--- config.mk ---
export PLATFORM = sky130hd
export DESIGN_NAME = cmos_capture_ctrl
export DESIGN_NICKNAME = d
export VERILOG_FILES = /design/src/rtl/cmos_pkg.sv /design/src/rtl/sync_edge.sv /design/src/rtl/cmos_capture_ctrl.sv
export SDC_FILE = /design/constraint.sdc
export NUM_CORES = 1
export LEC_CHECK = 0
export BUFFER_PORTS_ARGS = -buffer_cell sky130_fd_sc_hd__buf_2
export CORE_MARGIN = 3
export CORE_UTILIZATION = 65
export CTS_CLUSTER_DIAMETER = 60
export DETAILED_ROUTE_END_ITERATION = 10
export PLACE_DENSITY = 0.81
export SYNTH_ARGS = -nofsm -noshare
export SYNTH_HDL_FRONTEND = slang
export SYNTH_SLANG_ARGS = --single-unit
--- constraint.sdc ---
create_clock -name clk -period 7.02 [get_ports clk]
set_input_delay 1.053 -clock clk [delete_from_list [all_inputs] [get_ports clk]]
set_output_delay 1.053 -clock clk [all_outputs]
set_load 0.1 [all_outputs]
--- src/rtl/cmos_pkg.sv ---
// Shared definitions for the CMOS capture controller: FSM state encoding,
// default sensor timing constants, pin polarities and a timer-load helper.
package cmos_pkg;

    typedef enum logic [2:0] {
        ST_PWR_DOWN,
        ST_RESET,
        ST_SETTLE,
        ST_IDLE,
        ST_WAIT_VSYNC,
        ST_CAPTURE,
        ST_DONE
    } state_t;

    localparam int unsigned DEF_T_PWDN   = 1000;
    localparam int unsigned DEF_T_RST    = 1000;
    localparam int unsigned DEF_T_SETTLE = 4096;
    localparam int unsigned DEF_TIMEOUT  = 2000000;

    localparam int TMR_W = 32;

    localparam logic PWDN_ON  = 1'b1;
    localparam logic PWDN_OFF = 1'b0;
    localparam logic RST_ON   = 1'b0;
    localparam logic RST_OFF  = 1'b1;

    // The timer expires when it reads zero, so loading n-1 keeps a state
    // active for exactly n cycles.
    function automatic logic [TMR_W-1:0] tmr_load(input int unsigned n);
        return TMR_W'(n - 1);
    endfunction

endpackage

--- src/rtl/sync_edge.sv ---
// Two-flop synchroniser plus history flop with rise/fall detect.
// Ports: clk, nRst, din (async input), rise/fall (one-cycle edge flags).
module sync_edge (
    input  logic clk,
    input  logic nRst,
    input  logic din,
    output logic rise,
    output logic fall
);

    logic [2:0] sh;

    always_ff @(posedge clk or negedge nRst) begin
        if (!nRst) begin
            sh <= '0;
        end else begin
            sh <= {sh[1:0], din};
        end
    end

    // sh[1] is the synchronised level, sh[2] its previous value.
    assign rise = sh[1] & ~sh[2];
    assign fall = ~sh[1] & sh[2];

endmodule

--- src/rtl/cmos_capture_ctrl.sv ---
// CMOS sensor power-up sequencer and frame/line capture framer.
// Ports: clk/nRst, async cmos_vsync/cmos_hsync, arm/reinit controls,
// sensor pwdn/cmos_rst, ready, frame/line strobes, cap_en, line_idx,
// frame_done/frame_err status and a led that toggles per frame.
module cmos_capture_ctrl
    import cmos_pkg::*;
#(
    parameter int unsigned T_PWDN    = DEF_T_PWDN,
    parameter int unsigned T_RST     = DEF_T_RST,
    parameter int unsigned T_SETTLE  = DEF_T_SETTLE,
    parameter int          ROW_START = 0,
    parameter int          ROWS      = 480,
    parameter int unsigned TIMEOUT   = DEF_TIMEOUT,
    parameter int          LINE_W    = 10
) (
    input  logic              clk,
    input  logic              nRst,
    input  logic              cmos_vsync,
    input  logic              cmos_hsync,
    input  logic              arm,
    input  logic              reinit,
    output logic              pwdn,
    output logic              cmos_rst,
    output logic              ready,
    output logic              frame_start,
    output logic              column_start,
    output logic              cap_en,
    output logic [LINE_W-1:0] line_idx,
    output logic              frame_done,
    output logic              frame_err,
    output logic              led
);

    localparam int LAST_ROW = ROW_START + ROWS - 1;

    state_t             state, state_nx;
    logic [TMR_W-1:0]   tmr, tmr_nx;
    logic [LINE_W-1:0]  raw, raw_nx;
    logic [LINE_W-1:0]  idx_nx;
    logic               fs_nx, cs_nx, cap_nx, err_nx, led_nx;
    logic               v_rise, v_fall, h_rise, h_fall;
    logic               tmr_zero, in_win, last_row;

    sync_edge u_vsync (
        .clk  (clk),
        .nRst (nRst),
        .din  (cmos_vsync),
        .rise (v_rise),
        .fall (v_fall)
    );

    sync_edge u_hsync (
        .clk  (clk),
        .nRst (nRst),
        .din  (cmos_hsync),
        .rise (h_rise),
        .fall (h_fall)
    );

    assign tmr_zero   = (tmr == '0);
    assign in_win     = (int'(raw) >= ROW_START) &&
                        (int'(raw) <= LAST_ROW);
    assign last_row   = (int'(raw) == LAST_ROW);
    assign frame_done = (state == ST_DONE);

    always_comb begin
        state_nx = state;
        tmr_nx   = tmr_zero ? tmr : tmr - 1'b1;
        raw_nx   = raw;
        idx_nx   = line_idx;
        fs_nx    = 1'b0;
        cs_nx    = 1'b0;
        cap_nx   = cap_en;
        err_nx   = frame_err;
        led_nx   = led;
        pwdn     = PWDN_OFF;
        cmos_rst = RST_OFF;
        ready    = 1'b0;

        unique case (state)
            ST_PWR_DOWN: begin
                pwdn     = PWDN_ON;
                cmos_rst = RST_ON;
                if (tmr_zero) begin
                    state_nx = ST_RESET;
                    tmr_nx   = tmr_load(T_RST);
                end
            end
            ST_RESET: begin
                cmos_rst = RST_ON;
                if (tmr_zero) begin
                    state_nx = ST_SETTLE;
                    tmr_nx   = tmr_load(T_SETTLE);
                end
            end
            ST_SETTLE: begin
                if (tmr_zero) begin
                    state_nx = ST_IDLE;
                end
            end
            ST_IDLE: begin
                ready = 1'b1;
                if (arm) begin
                    state_nx = ST_WAIT_VSYNC;
                    tmr_nx   = tmr_load(TIMEOUT);
                end
            end
            ST_WAIT_VSYNC: begin
                ready = 1'b1;
                if (!arm) begin
                    state_nx = ST_IDLE;
                end else if (v_fall) begin
                    state_nx = ST_CAPTURE;
                    fs_nx    = 1'b1;
                    raw_nx   = '0;
                    tmr_nx   = tmr_load(TIMEOUT);
                end else if (tmr_zero) begin
                    state_nx = ST_DONE;
                    err_nx   = 1'b1;
                end
            end
            ST_CAPTURE: begin
                ready = 1'b1;
                // vsync rise beats a coincident hsync rise.
                if (v_rise || tmr_zero) begin
                    state_nx = ST_DONE;
                    err_nx   = 1'b1;
                end else begin
                    if (h_rise && in_win) begin
                        cs_nx  = 1'b1;
                        cap_nx = 1'b1;
                        idx_nx = LINE_W'(int'(raw) - ROW_START);
                    end
                    if (h_fall) begin
                        cap_nx = 1'b0;
                        if (raw != '1) begin
                            raw_nx = raw + 1'b1;
                        end
                        if (last_row) begin
                            state_nx = ST_DONE;
                            err_nx   = 1'b0;
                        end
                    end
                end
            end
            ST_DONE: begin
                ready = 1'b1;
                if (arm) begin
                    state_nx = ST_WAIT_VSYNC;
                    tmr_nx   = tmr_load(TIMEOUT);
                end else begin
                    state_nx = ST_IDLE;
                end
            end
            default: begin
                state_nx = ST_PWR_DOWN;
                tmr_nx   = tmr_load(T_PWDN);
            end
        endcase

        // Abort any frame silently; status from it is discarded.
        if (reinit) begin
            state_nx = ST_PWR_DOWN;
            tmr_nx   = tmr_load(T_PWDN);
            fs_nx    = 1'b0;
            cs_nx    = 1'b0;
            idx_nx   = line_idx;
            err_nx   = frame_err;
        end

        if (state_nx != ST_CAPTURE) begin
            cap_nx = 1'b0;
        end
        if (state_nx == ST_DONE) begin
            led_nx = ~led;
        end
    end

    // The timer leaves reset preloaded for the power-down interval.
    always_ff @(posedge clk or negedge nRst) begin
        if (!nRst) begin
            state        <= ST_PWR_DOWN;
            tmr          <= tmr_load(T_PWDN);
            raw          <= '0;
            line_idx     <= '0;
            frame_start  <= 1'b0;
            column_start <= 1'b0;
            cap_en       <= 1'b0;
            frame_err    <= 1'b0;
            led          <= 1'b0;
        end else begin
            state        <= state_nx;
            tmr          <= tmr_nx;
            raw          <= raw_nx;
            line_idx     <= idx_nx;
            frame_start  <= fs_nx;
            column_start <= cs_nx;
            cap_en       <= cap_nx;
            frame_err    <= err_nx;
            led          <= led_nx;
        end
    end

endmodule

==> Word-level counts from Yosys, hierarchy flattened <==
Cells that the tools add are included.
{ "word_totals": {"in_bits": 6, "ff_bits": 66, "out_inout_bits": 19, "wordCells": 110} }
{ "classes": {"n_eq_ne": 20, "n_lt_le_gt_ge": 1, "add_sub_neg": 2, "n_bitwise": 11, "n_reduce_logical": 15, "muxes": 50} }
{ "op_table": {"columns": ["cell", "count"], "rows": [
  ["two-way mux 32 bit", 7],
  ["case mux 32 bit (5 select lines)", 1],
  ["two-way mux 10 bit", 5],
  ["two-way mux 3 bit", 12],
  ["logical NOT 32 bit", 1],
  ["subtractor 32 x 1 -> 32 bit, second input constant", 1],
  ["two-way mux 1 bit", 22],
  ["case mux 3 bit (7 select lines)", 1],
  ["case mux 10 bit (2 select lines)", 1],
  ["equality test 3 bit, second input constant", 4],
  ["inequality test 2 bit, second input constant", 6],
  ["adder 10 x 1 -> 10 bit, second input constant", 1],
  ["equality test 10 bit, second input constant", 1],
  ["less-or-equal comparator 10 x 9 -> 1 bit, second input constant", 1],
  ["inequality test 10 bit, second input constant", 1],
  ["inequality test 3 bit, second input constant", 3],
  ["inverter 1 bit", 7],
  ["AND reduction 7 bit", 1],
  ["equality test 3 x 2 -> 1 bit, second input constant", 2],
  ["AND reduction 6 bit", 1],
  ["OR reduction 2 bit", 3],
  ["AND 1 bit", 4],
  ["inequality test 2 x 1 -> 1 bit, second input constant", 2],
  ["AND reduction 4 bit", 1],
  ["other kinds (9)", 10]
]} }

==> Depth between registers and ports, before layout <==
Gate-level depths: netlist (run 1).
{ "depth": {"depth_word": 9, "ltp_mapped": 10, "mapped_depth_nobuf": 9} }

==> Hierarchy <==
From an unflattened synthesis (run 1), not the netlist that was laid out.
{ "unflattened": {"cells_unflattened": 361, "hier_area_um2": 3522.1} }
{ "modules_own_cells": {"columns": ["module", "cells_per_inst", "area_per_inst_um2", "seq_area_each_um2", "n_inst"], "rows": [
  ["cmos_capture_ctrl", 351, 3342.0, 1511.4, 1],
  ["sync_edge", 5, 90.1, 75.1, 2]
]} }

==> Worst setup path after synthesis (run 1) <==
Ideal clock, no wire load.
{ "synth_timing": {"path_type": "register to output", "startpoint": "register state[2]", "endpoint": "output port pwdn", "arrival_time_ns": 3.197, "path_stages_with_launch": 5, "required_ns": 5.967, "path_buffers": 1, "slack_ns": 2.770, "path_cell_list": "dfrtp_1 > clkbuf_1 > nor2_1 > clkinv_1 > nor2_1"} }
{ "synth_via": {"elab_chain_cells": 2} }
{ "synth_rtl": {"columns": ["element", "line", "rtl"], "rows": [
  ["start, declared", "cmos_capture_ctrl.sv:36", "state_t state, state_nx;"],
  ["start signal, assigned", "cmos_capture_ctrl.sv:192", "state <= state_nx;"],
  ["logical NOT 3 bit", "cmos_capture_ctrl.sv:80", "unique case (state)"],
  ["two-way mux 1 bit", "cmos_capture_ctrl.sv:80", null],
  ["end, declared", "cmos_capture_ctrl.sv:22", "output logic pwdn,"]
]} }
No other way between the ends.

==> Worst setup path after layout (run 1) <==
Ends and elaborated chain as after synthesis.

==> summary.md, run 1 <==
| Metric | Value |
|---|---|
| First-pass GRT wire length | `13460 µm` |
| Nets@finish | `391` |
| Core area | `5172 µm²` |
| H-tree depth | `3` |
| Die Y | `79.36 µm` |
| Iter 0 DRT Violations | `341` |
| Starting Density | `67.63%` |
| Die X | `79.36 µm` |
| CP Launch Type | `register` |
| GP Congestion | `0.8503` |
| CTS Buf Count | `9` |
| Via/cell ratio | `6.569` |
| Via count | `3002` |
| Top-area cell type share of the netlist area | `41.49%` |
| Setup bufs post-CTS | `0` |
| VDD IR max | `0.0001472 V` |
| Synth-to-Final Area Change | `10.91%` |
| Layout cell share with drive strength beyond 1 | `19.64%` |
| Yosys reg bits | `66` |
| Most numerous cell in the Yosys netlist | `dfrtp_1` |
| Remaining antenna violation count | `0` |
| DIE AREA | `6298 µm²` |
| Setup crit end kind | `output port` |
| RSZ-0062 raised after global routing | `false` |
| Post-synthesis cell type count | `59` |
| Max-cap violations | `0` |
| Async S/R FF share, synth | `100.0%` |
| Fin crit share | `45.80%` |
| Cell Rows | `26` |
| # setup viols final | `0` |
| Residual overflow from global routing | `0` |
| Drc violations | `0` |
| Top FF cell, synth | `dfrtp_1` |
| Status | `completed` |
| Commonest cells post-synth | `dfrtp_1, a21oi_1, nor2_1, o21ai_0, nand2_1` |
| Syn Inst Count | `362` |
| Synthesized Nets | `371` |
| Antenna violations before repair | `0` |
| Critical Path AT | `2.16 ns` |
| Slew headroom | `22.66%` |
| Worst hold slack | `0.3590 ns` |
| Yosys Warn Count | `0` |
| HPWL after detailed placement | `5420 µm` |
| Largest area contributor in the netlist | `dfrtp_1` |
| Critical Path Fanout Max | `11` |
| Slowest-stage cell, CP | `dfrtp_1` |
| P_leak | `1.710 nW` |
| Setup TNS | `0 ns` |
| TritonCTS clock tree | `yes` |
| Max-slew violations | `0` |
| Clk slew on worst S/H paths | `0.08 ns` |
| Skew-Pair Late Insertion Delay | `0.35 ns` |
| I/O Buffers | `24` |
| Pwr/cell area | `197.9 nW/µm²` |
| Post-cts resize count | `0` |
| Global Route Usage Sum | `27.42%` |
| Final Power | `0.0007679 W` |
| Mapped Area | `3498 µm²` |
| Cells along the critical path | `nor2_1, clkinv_1, nor2_1, buf_2` |
| Clock Skew | `0.01152 ns` |
| DR WL/cell | `17.54 µm` |
| Final hold violation count | `0` |
| Ports | `25` |
| Fin crit period | `3.215 ns` |
| Final WL | `8014 µm` |
| Vias in the first global route | `2819` |
| CP required | `5.97 ns` |
| Hold WC Path Type | `reg -> reg` |
| Post-synth EDFFs | `0` |
| Hold buffers post-CTS | `0` |
| Worst slew pin tran | `1.152 ns` |
| Sequential-to-total area share from yosys stat | `47.50%` |
| Largest net degree at the start of global routing | `67` |
| Leading post-synthesis cells by cell area | `dfrtp_1, dfstp_2, a21oi_1` |
| Root buffer cell | `clkbuf_8` |
| Most common cell on crit path | `nor2_1` |
| FMAX | `0.3110 GHz` |
| Drt first pass iters | `5` |
| Post-Syn Area per Cell | `9.664 µm²` |
| CTS Buffer Depth | `2` |
| CP Class | `reg -> out` |
| Peak per-stage delay on the critical path | `0.50 ns` |
| Antenna cells | `0` |
| # clock sinks | `66` |
==> cell families (layout without fill, tap and decap cells) <==
group                      Yosys count  count (layout)  share of synthesized area, %
buffers and inverters               29              54                         3.219
adders and majority gates            3               3                         1.073
and+or+nand+nor                    141             141                         23.53
muxes                               14              14                         4.399
DFF                                 66              66                         47.50
AOI/OAI and AO/OA                  101             101                         18.28
xor gates and xnor gates             8               8                         2.003
==> metrics by stage <==
step / worst slack (ns) / std cells / utilization [%] / instance area (µm²)
after floorplan: 2.770 / 362 / - / 3498
after global placement: 4.252 / 441 / 70.78 / 3661
after detailed placement: 4.177 / 441 / 70.78 / 3661
after CTS: 3.849 / 457 / 75.01 / 3880
after global routing: 3.674 / 457 / 75.01 / 3880
final: 3.805 / 457 / 75.01 / 3880
==> placed cells by master, fill, tap and decap left out, types with 4 or more instances in the layout <==
cell type   n
a31oi_1     8
buf_4       4
or2_2       7
xnor2_1     7
nor3_1      4
and3_1      5
nor4_1      7
or4_1      17
mux2_2     10
clkbuf_8   10
buf_2      24
nand3_1    11
nand2b_1    4
or3_1      17
nor2b_1     6
o211ai_1    4
a21oi_1    28
o21ai_0    23
nand2_1    19
dfrtp_1    58
inv_1       8
nor2_1     23
nand4_1     6
o31ai_1    17
dfstp_2     8
==> worst max-delay path, delay by kind of cell (launching register included) <==
kind | cells | cell delay, ns
buffers and inverters | 2 | 0.75
and+or+nand+nor | 2 | 0.56
DFF | 1 | 0.50
==> final cells by class <==
| cell class | instances | area (µm²) |
|---|---|---|
| inverters | 10 | 37.54 |
| fillers | 374 | 1292 |
| well taps | 70 | 87.58 |
| repair buffers | 28 | 150.1 |
| multi-input cells | 267 | 1724 |
| clock buffers | 11 | 141.4 |
| clock inverters | 5 | 77.57 |
| flip-flops and latches | 66 | 1662 |
==> registers in the layout (all words and copies together) (netlist names) <==
| name | count |
|---|---|
| line_idx | 10 |
| led | 1 |
| column_start | 1 |
| raw | 10 |
| frame_start | 1 |
| tmr | 32 |
| cap_en | 1 |
| u_hsync.sh | 3 |
| state | 3 |
| frame_err | 1 |
| u_vsync.sh | 3 |
==> path summary, 6_finish.rpt <==
path                          startpoint       endpoint  slack, ns  depth (start not counted)
min in group asynchronous           nRst         raw[5]       0.89                          2
max reg2reg                      tmr[25]        tmr[31]       4.15                          5
min reg2reg                u_vsync.sh[0]  u_vsync.sh[1]       0.36                          0
max                             state[2]           pwdn       3.80                          4
min                        u_vsync.sh[0]  u_vsync.sh[1]       0.36                          0
max in group asynchronous           nRst        tmr[31]       5.61                          2
==> metal layers <==
metal  vias up  global-route usage (%)  wire length, µm
met5         -                       0                0
met4         0                   14.60              268
met3        24                   3.628              453
met2       125                   40.15             3510
met1      1442                   39.66             3782
li1       1411                       -                -
==> power breakdown <==
| group | internal [W] | switching, W |
|---|---|---|
| combinational | 0.00000630 | 0.0000163 |
| clock | 0.000209 | 0.000149 |
| sequential | 0.000385 | 0.00000307 |
| total | 0.000600 | 0.000168 |
(Power assumes the default switching activity.)
==> run 2: changes to the inputs <==
--- a/config.mk
+++ b/config.mk
@@ -5,12 +5,13 @@
 export SDC_FILE = /design/constraint.sdc
 export NUM_CORES = 1
 export LEC_CHECK = 0
+export ABC_AREA = 1
 export BUFFER_PORTS_ARGS = -buffer_cell sky130_fd_sc_hd__buf_2
 export CORE_MARGIN = 3
-export CORE_UTILIZATION = 65
+export CORE_UTILIZATION = 55
 export CTS_CLUSTER_DIAMETER = 60
 export DETAILED_ROUTE_END_ITERATION = 10
-export PLACE_DENSITY = 0.81
+export PLACE_DENSITY = 0.72
 export SYNTH_ARGS = -nofsm -noshare
 export SYNTH_HDL_FRONTEND = slang
 export SYNTH_SLANG_ARGS = --single-unit
==> constraint.sdc (replaced) <==
create_clock -name clk -period 2.7 [get_ports clk]
set_input_delay 0.405 -clock clk [delete_from_list [all_inputs] [get_ports clk]]
set_output_delay 0.405 -clock clk [all_outputs]
set_load 0.1 [all_outputs]
==> summary.md, run 2 <==
| Metric | Value |
|---|---|
| Commonest cells post-synth | `nand2_1, nor2_1, inv_1` |
| RSZ-0062 raised after global routing | `false` |
| Via/cell ratio | `5.299 (-19%)` |
| First-pass GRT wire length | `16240 µm (+21%)` |
| Logic pwr share | `4.4% (+1.5 points)` |
| Clk slew on worst S/H paths | `0.09 ns (about the same)` |
| Async S/R FF share, synth | `100.0% (unchanged)` |
| DR WL/cell | `14.15 µm (-19%)` |
| Cell Rows | `30 (+15%)` |
| Iter 0 DRT Violations | `264 (-23%)` |
| Critical Path Fanout Max | `16 (+5)` |
| Post-Syn Area per Cell | `7.478 µm² (-23%)` |
| Max reg flops | `32 (unchanged)` |
| Clock power frac | `43.5% (-3.0 points)` |
| Max-cap violations | `0 (unchanged)` |
| Reg2reg start | `tmr[0]` |
| Remaining antenna violation count | `0 (unchanged)` |
| I/O Buffers | `24 (unchanged)` |
| Ports | `25 (unchanged)` |
| Die Y | `92.40 µm (+16%)` |
| CP Launch Type | `register` |
| H-tree depth | `3 (unchanged)` |
| FMAX | `0.4234 GHz` |
| Top Registers | `tmr (32), line_idx (10), raw (10)` |
| Fin crit share | `87.47%` |
| Setup bufs post-CTS | `0 (unchanged)` |
| Post-route cell area | `4492 µm² (+16%)` |
| Switching Fraction | `25.37% (+3.5 points)` |
| Sequential power share | `52.0% (+1.5 points)` |
| Clock Skew | `0.01521 ns (+0.003697 ns)` |
| Synth-to-Final Area Change | `9.418%` |
| Core area | `7019 µm² (+36%)` |
| Yosys reg bits | `66 (unchanged)` |
| Post-synth EDFFs | `0 (unchanged)` |
| Largest area contributor in the netlist | `dfrtp_1` |
| TritonCTS clock tree | `yes` |
| R2R depth | `10 (+5)` |
| Mapped Area | `4105 µm² (+17%)` |
| Leading post-synthesis cells by cell area | `dfrtp_1, nand2_1, nor2_1` |
| Top-area cell type share of the netlist area | `35.36% (-6.1 points)` |
| Most frequent cells in the layout | `nand2_1, nor2_1, inv_1` |
| Pwr/cell area | `431.5 nW/µm² (+120%)` |
| Antenna cells | `0 (unchanged)` |
| Die X | `92.40 µm (+16%)` |
| Worst hold slack | `0.01663 ns (-0.3423 ns)` |
| Top FF cell, synth | `dfrtp_1` |
| DIE AREA | `8537 µm² (+36%)` |
| Status | `completed` |
| GP Congestion | `0.9145 (+7.6%)` |
| Reg2Reg Setup Slack | `0.34 ns (-3.81 ns)` |
| Fin crit period | `2.362 ns` |
| CP required | `2.91 ns (-3.06 ns)` |
| Final WL | `9607 µm (+20%)` |
| Critical Path AT | `2.57 ns (+0.41 ns)` |
| # clock sinks | `66 (unchanged)` |
| Via count | `3598 (+20%)` |
| Worst flop-to-flop path endpoint | `tmr[29]` |
| Most numerous cell in the Yosys netlist | `nand2_1` |
| Cell Area, Placed | `4299 µm² (+17%)` |
| Synthesized Nets | `558 (+50%)` |
| Sequential-to-total area share from yosys stat | `40.48% (-7.0 points)` |
| Antenna violations before repair | `0 (unchanged)` |
| Drt first pass iters | `5 (unchanged)` |
| Setup crit end kind | `register` |
| Root buffer cell | `clkbuf_8` |
| CTS Buffer Depth | `2 (unchanged)` |
| Hold buffers post-CTS | `0 (unchanged)` |
| Post-cts resize count | `0 (unchanged)` |
| Syn Inst Count | `549 (+52%)` |
| Global Route Usage Sum | `23.95% (-3.5 points)` |
| Largest net degree at the start of global routing | `24 (-64%)` |
| CTS Buf Count | `9 (unchanged)` |
| P_sw | `0.0004917 W (+190%)` |
| Starting Density | `58.48% (-9.1 points)` |
| Residual overflow from global routing | `0 (unchanged)` |
| Max-slew violations | `0 (unchanged)` |
| Most common cell after layout, fill and taps aside | `nand2_1` |
| Drc violations | `0 (unchanged)` |
| Slew headroom | `61.59% (+39 points)` |
| HPWL after detailed placement | `7442 µm (+37%)` |
| CP Class | `reg -> reg` |
| Skew-Pair Late Insertion Delay | `0.35 ns (about the same)` |
| Internal power | `0.001446 W (+140%)` |
| Layout cell share with drive strength beyond 1 | `16.64% (-3.0 points)` |
| VDD IR max | `0.0004175 V (+180%)` |
| Yosys Warn Count | `0 (unchanged)` |
| Worst slew pin tran | `0.5739 ns (-0.5784 ns)` |
| Vias in the first global route | `3483 (+24%)` |
| # setup viols final | `0 (unchanged)` |
| Post-synthesis cell type count | `40 (-32%)` |
| Hold WC Path Type | `in -> async` |
| Final hold violation count | `0 (unchanged)` |
| P_leak | `2.284 nW (+34%)` |
| Most flops, register | `tmr` |
| Nets@finish | `587 (+50%)` |
| Setup TNS | `0 ns (unchanged)` |
==> run 2: cell families (layout without fill, tap and decap cells) <==
group | count (synthesis) | count (layout) | synth area share (%)
simple gates | 343 | 343 | 40.05
xor+xnor | 27 | 27 | 5.761
buf+inv | 74 | 108 | 7.680
fa+ha+maj | 3 | 3 | 0.9145
compound gates | 36 | 36 | 5.121
flops | 66 | 66 | 40.48
==> run 2: worst max-delay path by stage <==
stage                         from  endpoint  slack, ns  cells past startpoint
after CTS                   tmr[0]   tmr[29]       0.37                     10
after floorplan           state[1]      pwdn      -0.24                      4
after global routing        tmr[0]   tmr[15]       0.18                     10
after global placement      tmr[0]   tmr[29]       0.47                     10
final                       tmr[0]   tmr[29]       0.34                     10
after detailed placement    tmr[0]   tmr[14]       0.39                     10
==> run 2: critical path, cell delays in order (launching register included) <==
cell     delay (ns)
dfstp_2        0.38
inv_1          0.10
ha_1           0.32
nand2_1        0.11
nor2_2         0.18
nand2_2        0.13
nor2_4         0.14
nand2_4        0.14
inv_1          0.40
buf_4          0.25
nor3_2         0.05
==> run 2: layout make-up <==
cell class                      instances  area (µm²)
Inverter                               65       244.0
Tap cell                               96       120.1
Multi-Input combinational cell        409        2131
Timing Repair Buffer                   27       142.6
Sequential cell                        66        1662
Clock inverter                          7       68.82
Clock buffer                            9       123.9
Fill cell                             663        2527
==> run 2: routing by layer <==
layer	global-route usage, %	wire [µm]	part of all wire [%]	vias to the layer above
met5	0	0	0	-
met1	31.37	4342	45	1690
met3	3.168	405	4.2	13
met2	40.79	4714	49	87
met4	8.168	145	1.5	0
li1	-	-	-	1808
==> run 2: metrics by stage <==
stage	instances	util, %	setup slack (ns)	total power [W]
finish	679	63.99	0.3384	0.001938
global route	679	63.99	0.1844	0.001994
CTS	679	63.99	0.3675	0.001949
detailed placement	663	61.25	0.3883	0.001115
global placement	663	61.25	0.4708	0.001113
floorplan	549	-	-0.2377	0.001078
==> run 2: power by group through the flow <==
| stage | clock (W) | combinational [W] | sequential [W] |
|---|---|---|---|
| 4_1_cts | 0.000853 | 0.0000875 | 0.00101 |
| 3_3_place_gp | 0 | 0.0000861 | 0.00103 |
| 3_5_place_dp | 0 | 0.0000874 | 0.00103 |
| 2_1_floorplan | 0 | 0.0000427 | 0.00104 |
| 6_report | 0.000844 | 0.0000860 | 0.00101 |
| 5_1_grt | 0.000888 | 0.0000957 | 0.00101 |
